### src/rtl/dmem_arb_if.sv
// rtl/dmem_arb_if.sv - core and host request/response bundle for the dmem arbiter
interface dmem_arb_if #(
    parameter int AW = 8,
    parameter int DW = 8
);
    logic          c_req;
    logic          c_we;
    logic [AW-1:0] c_addr;
    logic [DW-1:0] c_wdata;
    logic          c_gnt;
    logic          c_rvalid;
    logic [DW-1:0] c_rdata;
    logic          core_stall;

    logic          h_req;
    logic          h_we;
    logic [AW-1:0] h_addr;
    logic [DW-1:0] h_wdata;
    logic          h_lock;
    logic          h_gnt;
    logic          h_rvalid;
    logic [DW-1:0] h_rdata;

    modport master (
        output c_req, c_we, c_addr, c_wdata,
        input  c_gnt, c_rvalid, c_rdata, core_stall,
        output h_req, h_we, h_addr, h_wdata, h_lock,
        input  h_gnt, h_rvalid, h_rdata
    );

    modport slave (
        input  c_req, c_we, c_addr, c_wdata,
        output c_gnt, c_rvalid, c_rdata, core_stall,
        input  h_req, h_we, h_addr, h_wdata, h_lock,
        output h_gnt, h_rvalid, h_rdata
    );
endinterface

### src/rtl/dmem_arb.sv
// rtl/dmem_arb.sv - round-robin core/host arbiter for the single dmem port
// Grants are combinational; load data returns one cycle after the grant.
module dmem_arb #(
    parameter int AW       = 8,
    parameter int DW       = 8,
    parameter int LOCK_MAX = 4
) (
    input  logic          clk,
    input  logic          reset,
    dmem_arb_if.slave     bus,
    output logic          m_we,
    output logic [AW-1:0] m_addr,
    output logic [DW-1:0] m_di,
    input  logic [DW-1:0] m_dout
);
    localparam int CW = $clog2(LOCK_MAX + 1);

    typedef enum logic {
        OWN_CORE = 1'b0,
        OWN_HOST = 1'b1
    } owner_e;

    owner_e        last_owner_q, last_owner_d;
    logic [CW-1:0] lock_cnt_q, lock_cnt_d;
    logic          c_rvalid_q, h_rvalid_q;
    logic [DW-1:0] c_rdata_q, h_rdata_q;
    logic          c_win, h_win, host_locked;

    always_ff @(posedge clk or posedge reset) begin
        if (reset) begin
            last_owner_q <= OWN_HOST;
            lock_cnt_q   <= '0;
        end else begin
            last_owner_q <= last_owner_d;
            lock_cnt_q   <= lock_cnt_d;
        end
    end

    always_comb begin
        c_win        = 1'b0;
        h_win        = 1'b0;
        last_owner_d = last_owner_q;
        lock_cnt_d   = lock_cnt_q;
        host_locked  = (last_owner_q == OWN_HOST) && bus.h_lock &&
                       (lock_cnt_q < CW'(LOCK_MAX));

        // No grants while reset is held so nothing reaches memory.
        if (!reset) begin
            if (bus.c_req && bus.h_req) begin
                if (host_locked)                    h_win = 1'b1;
                else if (last_owner_q == OWN_HOST)  c_win = 1'b1;
                else                                h_win = 1'b1;
            end else begin
                c_win = bus.c_req;
                h_win = bus.h_req;
            end
        end

        if (c_win)      last_owner_d = OWN_CORE;
        else if (h_win) last_owner_d = OWN_HOST;

        // The lock budget only counts host beats that actually made the core wait.
        if (c_win || !bus.h_lock)
            lock_cnt_d = '0;
        else if (h_win && bus.c_req && (lock_cnt_q != CW'(LOCK_MAX)))
            lock_cnt_d = lock_cnt_q + 1'b1;
    end

    always_comb begin
        m_we   = c_win ? bus.c_we : (h_win & bus.h_we);
        m_addr = h_win ? bus.h_addr  : bus.c_addr;
        m_di   = h_win ? bus.h_wdata : bus.c_wdata;
    end

    always_ff @(posedge clk or posedge reset) begin
        if (reset) begin
            c_rvalid_q <= 1'b0;
            h_rvalid_q <= 1'b0;
            c_rdata_q  <= '0;
            h_rdata_q  <= '0;
        end else begin
            c_rvalid_q <= c_win & ~bus.c_we;
            h_rvalid_q <= h_win & ~bus.h_we;
            if (c_win && !bus.c_we) c_rdata_q <= m_dout;
            if (h_win && !bus.h_we) h_rdata_q <= m_dout;
        end
    end

    assign bus.c_gnt      = c_win;
    assign bus.h_gnt      = h_win;
    assign bus.core_stall = bus.c_req & ~c_win;
    assign bus.c_rvalid   = c_rvalid_q;
    assign bus.h_rvalid   = h_rvalid_q;
    assign bus.c_rdata    = c_rdata_q;
    assign bus.h_rdata    = h_rdata_q;
endmodule

### src/flat_wrapper.sv
// flat-port wrapper written by rule: the top's interface ports become plain ports
module dmem_arb_flat 
#(
    parameter int AW       = 8,
    parameter int DW       = 8,
    parameter int LOCK_MAX = 4
)
  (clk, reset, m_we, m_addr, m_di, m_dout, bus_c_req, bus_c_we, bus_c_addr, bus_c_wdata, bus_c_gnt, bus_c_rvalid, bus_c_rdata, bus_core_stall, bus_h_req, bus_h_we, bus_h_addr, bus_h_wdata, bus_h_lock, bus_h_gnt, bus_h_rvalid, bus_h_rdata);
  dmem_arb_if #(.AW(AW), .DW(DW)) bus_i ();
  input  logic clk;
  input  logic reset;
  output logic m_we;
  output logic [AW-1:0] m_addr;
  output logic [DW-1:0] m_di;
  input  logic [DW-1:0] m_dout;
  input wire logic [$bits(bus_i.c_req)-1:0] bus_c_req;
  input wire logic [$bits(bus_i.c_we)-1:0] bus_c_we;
  input wire logic [$bits(bus_i.c_addr)-1:0] bus_c_addr;
  input wire logic [$bits(bus_i.c_wdata)-1:0] bus_c_wdata;
  output wire logic [$bits(bus_i.c_gnt)-1:0] bus_c_gnt;
  output wire logic [$bits(bus_i.c_rvalid)-1:0] bus_c_rvalid;
  output wire logic [$bits(bus_i.c_rdata)-1:0] bus_c_rdata;
  output wire logic [$bits(bus_i.core_stall)-1:0] bus_core_stall;
  input wire logic [$bits(bus_i.h_req)-1:0] bus_h_req;
  input wire logic [$bits(bus_i.h_we)-1:0] bus_h_we;
  input wire logic [$bits(bus_i.h_addr)-1:0] bus_h_addr;
  input wire logic [$bits(bus_i.h_wdata)-1:0] bus_h_wdata;
  input wire logic [$bits(bus_i.h_lock)-1:0] bus_h_lock;
  output wire logic [$bits(bus_i.h_gnt)-1:0] bus_h_gnt;
  output wire logic [$bits(bus_i.h_rvalid)-1:0] bus_h_rvalid;
  output wire logic [$bits(bus_i.h_rdata)-1:0] bus_h_rdata;
  assign bus_i.c_req = bus_c_req;
  assign bus_i.c_we = bus_c_we;
  assign bus_i.c_addr = bus_c_addr;
  assign bus_i.c_wdata = bus_c_wdata;
  assign bus_c_gnt = bus_i.c_gnt;
  assign bus_c_rvalid = bus_i.c_rvalid;
  assign bus_c_rdata = bus_i.c_rdata;
  assign bus_core_stall = bus_i.core_stall;
  assign bus_i.h_req = bus_h_req;
  assign bus_i.h_we = bus_h_we;
  assign bus_i.h_addr = bus_h_addr;
  assign bus_i.h_wdata = bus_h_wdata;
  assign bus_i.h_lock = bus_h_lock;
  assign bus_h_gnt = bus_i.h_gnt;
  assign bus_h_rvalid = bus_i.h_rvalid;
  assign bus_h_rdata = bus_i.h_rdata;
  dmem_arb #(.AW(AW), .DW(DW), .LOCK_MAX(LOCK_MAX)) u_core (.clk(clk), .reset(reset), .bus(bus_i), .m_we(m_we), .m_addr(m_addr), .m_di(m_di), .m_dout(m_dout));
endmodule
### config.mk
export PLATFORM = sky130hd
export DESIGN_NAME = dmem_arb_flat
export DESIGN_NICKNAME = d
export VERILOG_FILES = /design/src/rtl/dmem_arb_if.sv /design/src/rtl/dmem_arb.sv /design/src/flat_wrapper.sv
export SDC_FILE = /design/constraint.sdc
export NUM_CORES = 1
export LEC_CHECK = 0
export BUFFER_PORTS_ARGS = -buffer_cell sky130_fd_sc_hd__buf_2
export CORE_ASPECT_RATIO = 0.9
export CORE_MARGIN = 3
export CORE_UTILIZATION = 40
export DETAILED_ROUTE_END_ITERATION = 8
export PLACE_DENSITY = 0.9
export SYNTH_ARGS = -nofsm -noshare
export SYNTH_HDL_FRONTEND = slang
export SYNTH_SLANG_ARGS = --single-unit
### constraint.sdc
create_clock -name clk -period 1.74 [get_ports clk]
set_input_delay 0 -clock clk [delete_from_list [all_inputs] [get_ports clk]]
set_output_delay 0 -clock clk [all_outputs]
set_load 0.01 [all_outputs]
# Yosys cells after proc, flatten, opt, wreduce, memory -nomap -nowiden
# Cells that the tools add are included.
# op_classes
n_bitwise,7
n_reduce_logical,13
eq_ne,1
muxes,15
order_cmp,1
add_sub_neg,1
# ops
op,n
8-bit two-way mux,2
1-bit two-way mux,11
1-bit logical AND,7
3-bit two-way mux,2
1-bit bitwise AND,4
2-bit nonzero test,2
"3-bit by 1-bit adder with 3-bit output, second input constant",1
1-bit logical NOT,3
"3-bit less-than comparator, second input constant",1
"3-bit != test, second input constant",1
1-bit NOT,3
1-bit logical OR,1
# totals
regBits,22
in_bits,47
out_inout_bits,38

# Longest topological paths before layout
# logic_depth
depth_word,9
mapped_depth,6

# Least setup slack after synthesis
# No wires, ideal clock.
# synth_path
path_type,reg-to-reg
startpoint,reg u_core.last_owner_q
endpoint,reg u_core.c_rdata_q[0] (netlist: u_core.bus.c_rdata[0])
arrival_time_ps,1297
stages_incl_launch_ff,6
required_ps,1615
synth_period_minus_slack_ps,1422
setup_slack_ps,318
cell_sequence,dfstp_2 > inv_1 > o21ai_0 > nand2_1 > inv_2 > mux2_2
# synth_between
elab_chain_len,6
elab_cells_between_ends,7
# synth_lines
element,line,text
"start, declared",dmem_arb.sv:23,"owner_e last_owner_q, last_owner_d;"
"start signal, assigned",dmem_arb.sv:34,last_owner_q <= last_owner_d;
1-bit logical AND (2 in a row),dmem_arb.sv:44,host_locked = (last_owner_q == OWN_HOST) && bus.h_lock &&
1-bit two-way mux *,dmem_arb.sv:50,if (host_locked) h_win = 1'b1;
1-bit two-way mux *,dmem_arb.sv:49,if (bus.c_req && bus.h_req) begin
1-bit two-way mux *,dmem_arb.sv:48,if (!reset) begin
1-bit logical AND *,dmem_arb.sv:84,if (c_win && !bus.c_we) c_rdata_q <= m_dout;
"end signal, assigned",dmem_arb.sv:84,
"end, declared",dmem_arb.sv:26,"logic [DW-1:0] c_rdata_q, h_rdata_q;"
# Mark *: on every way between the ends. The rest lies on a longest branch, timed or not.
# A chain may end at the register's enable or synchronous reset.

# Final worst setup path
# layout_path
startpoint,reg u_core.last_owner_q
endpoint,out m_di[1]
# layout_between
elab_chain_len,6
elab_cells_between_ends,7
# layout_lines
element,line,text
1-bit logical AND (2 in a row),dmem_arb.sv:44,
1-bit two-way mux *,dmem_arb.sv:50,
1-bit two-way mux *,dmem_arb.sv:49,
1-bit two-way mux *,dmem_arb.sv:48,
8-bit two-way mux *,dmem_arb.sv:72,m_di = h_win ? bus.h_wdata : bus.c_wdata;
"end, declared",flat_wrapper.sv:14,output logic [DW-1:0] m_di;
# Marked as above.

==> qor_table.md <==
| Group | Quantity | This run |
|:---|:---|:---|
| status | Result of the run | finished with violations |
| status | Failing checks | setup timing |
| placement | IO buf count | 84 |
| synthesis | Synthesized area per cell | 12.72 um^2 |
| sta | Highest Clock Rate | 0.5546 GHz |
| sta | Total setup violations reported at the end of the flow | 28 |
| synthesis | Post-synthesis instance area | 0.001145 mm^2 |
| routing | Wire length reported by the detailed router | 4274 um |
| synthesis | Seq/Total Area, Yosys | 0.4820 |
| pwr | Switching part of the total | 0.2850 |
| global routing | Largest net degree at the start of global routing | 23 |
| final layout | NumNets Final | 247 |
| routing | Average routed wire per standard cell | 18.19 um |
| clocking | Deepest level of the CTS H-tree | 1 |
| clocking | Root cell of the clock tree | sky130_fd_sc_hd__clkbuf_4 |
| synthesis | Post-Synthesis Net Count | 139 |
| setup path | Worst-path cell with the longest stage delay | sky130_fd_sc_hd__dfstp_2 |
| setup path | Most frequent CP cell | sky130_fd_sc_hd__buf_6 |
| setup path | Worst path cell trace | nand2_4 -> o21ai_4 -> buf_6 -> buf_6 -> mux2_4 -> buf_6 |
| pwr | Sum of internal, switching and leakage power | 1.630 mW |
| placement | Hpwl dp | 2763 um |
| setup path | Worst stage delay on the critical path | 580 ps |
| floorplan | I/O pin cnt | 85 |
| floorplan | Total core area | 0.002595 mm^2 |
| routing | Starting DRT DRC Count | 21 |
| routing | Drc violations | 0 |
| floorplan | Starting density of the core | 0.4412 |
| hold path | Type of the most critical hold path | in2reg |
| synthesis | Post-synth cell types | 23 |
| sta | Part of the cycle the worst path needs | 1.036 |
| hold path | WHS Path Cells | 4 |
| placement | Number of cells after detailed placement | 212 |
| synthesis | Post-synthesis instance total | 90 |
| final layout | Area Growth Syn to Fin | 79.13% |
| sta | Smallest setup slack after layout | -63.12 ps |
| routing | Antenna Nets Post-Route | 0 |
| pwr | Share of power burned in combinational logic | 0.357 |
| clocking | Maximum clock path buffer count | 2 |
| sta | Setup repair after global routing missed its margin | yes |
| final layout | Fraction of final layout cells sized beyond drive strength 1 | 0.7208 |
| global routing | First-pass GRT wire length | 6906 um |
| pwr | VDD IR max | 748.5 uV |
| floorplan | Vertical die dimension | 56.76 um |
| hold path | Beginning of the worst hold path | bus_c_we |
| floorplan | Site row count | 17 |
| pwr | Share of power burned in the clock network | 0.240 |
| setup path | Max Fanout on Critical Path | 5 |
| final layout | Count of inserted antenna diode cells | 0 |
| setup path | Data required time at the worst endpoint | 1740 ps |
| setup path | Critical register-to-register path endpoint | u_core.lock_cnt_q[1]$_DFFE_PP0P_ |
| global routing | Number of global-route vias before repair | 1361 |
| synthesis | Most area-consuming cells after synthesis | sky130_fd_sc_hd__dfrtp_1 (46%), sky130_fd_sc_hd__mux2_2 (31%), sky130_fd_sc_hd__dfstp_2 (2.3%), sky130_fd_sc_hd__ha_1 (2.2%), sky130_fd_sc_hd__buf_6 (2.0%) |
| clocking | Total clock buffers created by CTS | 3 |
| sta | Number of hold violations in the final report | 0 |
| routing | Total via count in the routed design | 1173 |
| synthesis | YS warnings | 0 |
| sta | Fin Clk Skew | 2.131 ps |
| floorplan | Die Width | 62.39 um |
| setup path | Kind of end point of the critical path | output port |
| setup path | Register-to-register setup slack | -60 ps |
| global routing | Total global routing track utilization | 0.2525 |
| final layout | Area occupied by multi-input gates | 646.9 um^2 |
| pwr | Ratio of total power to cell area | 794.9 mW/mm^2 |
| clocking | TritonCTS clock tree | yes |
| synthesis | Top-area cell type share of the netlist area | 0.4590 |
| pwr | Sequential Power Share | 0.403 |
| setup path | Crit path DAT | 1800 ps |
| job | Max-Cap Viols | 0 |
| setup path | Element type at the critical path start | flip-flop |
| final layout | Most common library cell in the layout ignoring fill and taps | sky130_fd_sc_hd__buf_2 |
| final layout | Filler Cells Inserted | 148 |
| global routing | Remaining global-route overflow | 0 |
| clocking | Clock slew seen by the registers of the worst setup and hold paths | 130 ps |
| placement | Weighted congestion at the end of routability-driven global placement | 0.8549 |
| synthesis | Total of flip-flops plus latches after synthesis | 22 |
| sta | Count of pins over their slew limit | 0 |
| final layout | Seq. cell area | 551.8 um^2 |
| setup path | FF-to-FF path depth | 6 |
| setup path | R2r startpoint | u_core.lock_cnt_q[0]$_DFFE_PP0P_ |
| final layout | Final cell count without fillers | 235 |
| final layout | Commonest non-fill, non-tap cells in the layout | sky130_fd_sc_hd__buf_2 (68), sky130_fd_sc_hd__dfrtp_1 (21), sky130_fd_sc_hd__buf_6 (19) |
| floorplan | Die Footprint | 0.003541 mm^2 |
| setup path | Kind of critical path | reg2out |
| routing | Post-detailed-route via-to-cell ratio | 4.991 |
| pwr | Switching power summed over all nets | 0.4646 mW |
| clocking | Number of clock sinks | 22 |
| global routing | Antenna violations before repair | 0 |
| pwr | Int Power | 1.166 mW |
| sta | Final critical-path required period | 1803 ps |
| sta | Relative slew slack | 0.4611 |
| routing | Drt first pass iters | 4 |
| pwr | Leak | 1.100 nW |
| hold path | Capture endpoint of the worst hold path | u_core.bus.c_rvalid$_DFF_PP0_ |
| synthesis | Cell type contributing the most total cell area after synthesis | sky130_fd_sc_hd__dfrtp_1 |
| sta | Slew at the pin with the worst max-slew slack | 807.5 ps |
| clocking | Clk Latency, worst-skew pair | 300 ps |
==> stage by stage <==
stage                     instance area, um^2  utilization  hold WS [ps]  TNS, ps  worst slack (ps)
after floorplan                          1145            -        -11.52        0             318.4
after global placement                   1605       0.6186         214.8        0             170.7
after detailed placement                 1605       0.6186         236.2        0             123.0
after CTS                                2019       0.7782         35.62   -804.9            -69.31
after global routing                     2051       0.7903         59.09    -2174            -121.7
final                                    2051       0.7903         59.99   -712.6            -63.12
==> logic make-up after synthesis <==
family                   count (synthesis)  share of synthesized area
AO/OA/AOI/OAI                            9                    0.05245
XOR/XNOR                                 1                   0.007652
AND/OR/NAND/NOR                         15                    0.07323
multiplexers                            33                     0.3235
flip-flops                              22                     0.4820
buffers and inverters                    8                    0.03934
adder cells (fa/ha/maj)                  2                    0.02185
==> state kept, by name, summed over array words and instances (netlist names) <==
signal               cells
u_core.bus.c_rdata       8
u_core.bus.h_rdata       8
u_core.lock_cnt_q        3
u_core.bus.c_rvalid      1
u_core.bus.h_rvalid      1
u_core.last_owner_q      1
==> worst max-delay path by stage <==
stage                                                 from                           endpoint  slack, ps  cells after the start
after CTS                  u_core.last_owner_q$_DFFE_PP1P_                            m_di[7]        -70                      6
after global placement     u_core.last_owner_q$_DFFE_PP1P_  u_core.bus.c_rdata[2]$_DFFE_PP0P_        170                      5
after floorplan            u_core.last_owner_q$_DFFE_PP1P_  u_core.bus.c_rdata[0]$_DFFE_PP0P_        320                      5
after detailed placement  u_core.lock_cnt_q[2]$_DFFE_PP0P_  u_core.bus.h_rdata[6]$_DFFE_PP0P_        120                      4
final                      u_core.last_owner_q$_DFFE_PP1P_                            m_di[1]        -60                      6
after global routing       u_core.last_owner_q$_DFFE_PP1P_                            m_di[3]       -120                      6
==> cell type report <==
| class | count | share of cell area |
|---|---|---|
| clock inverters | 1 | 0.01464 |
| inverters | 6 | 0.01220 |
| flip-flops and latches | 22 | 0.2691 |
| clock buffers | 3 | 0.01098 |
| well taps | 38 | 0.02318 |
| multi-input cells | 60 | 0.3154 |
| repair buffers | 105 | 0.3545 |
==> synthesized netlist by cell type <==
cell / instances
sky130_fd_sc_hd__a21oi_1: 1
sky130_fd_sc_hd__o211ai_1: 1
sky130_fd_sc_hd__nor2b_4: 1
sky130_fd_sc_hd__nor2b_2: 1
sky130_fd_sc_hd__or3_1: 1
sky130_fd_sc_hd__nand2_1: 3
sky130_fd_sc_hd__xnor2_1: 1
sky130_fd_sc_hd__o21ai_0: 3
sky130_fd_sc_hd__inv_1: 4
sky130_fd_sc_hd__buf_6: 2
sky130_fd_sc_hd__mux2_2: 32
sky130_fd_sc_hd__nor2_1: 5
sky130_fd_sc_hd__a22o_1: 1
sky130_fd_sc_hd__ha_1: 2
sky130_fd_sc_hd__nand2b_1: 1
sky130_fd_sc_hd__inv_2: 2
sky130_fd_sc_hd__a21boi_0: 2
sky130_fd_sc_hd__dfstp_2: 1
sky130_fd_sc_hd__mux2i_1: 1
sky130_fd_sc_hd__dfrtp_1: 21
sky130_fd_sc_hd__o21ai_2: 1
sky130_fd_sc_hd__nor2_2: 1
sky130_fd_sc_hd__nor2b_1: 2
==> critical path: cells and delay by family (launching register included) <==
family	cells	cell delay [ps]
and+or+nand+nor	1	70
AOI/OAI and AO/OA	1	170
buffers and inverters	3	380
muxes	1	310
DFF	1	580
==> what timing repair did <==
item	in CTS	in global routing
setup endpoints to repair	17	28
buffers inserted	7	3
pin swaps	2	2
cloned	0	0
resized for setup	42	7
hold buffers	10	0
endpoints found under the hold margin	39	0
==> power by group through the flow <==
stage          Sequential [mW]  Combinational [mW]  Clock [mW]
2_1_floorplan            0.701               0.187           0
3_3_place_gp             0.655               0.419           0
3_5_place_dp             0.664               0.438           0
4_1_cts                  0.653               0.559       0.390
5_1_grt                  0.666               0.617       0.417
6_report                 0.657               0.583       0.391
==> layer usage <==
metal	vias to the layer above	global-route usage	wire [um]
met5	-	0	0
met4	0	0.1604	184
met3	18	0.04600	187
met2	57	0.4785	2473
met1	572	0.2541	1429
li1	526	-	-
Power figures use the tool's default switching activity.
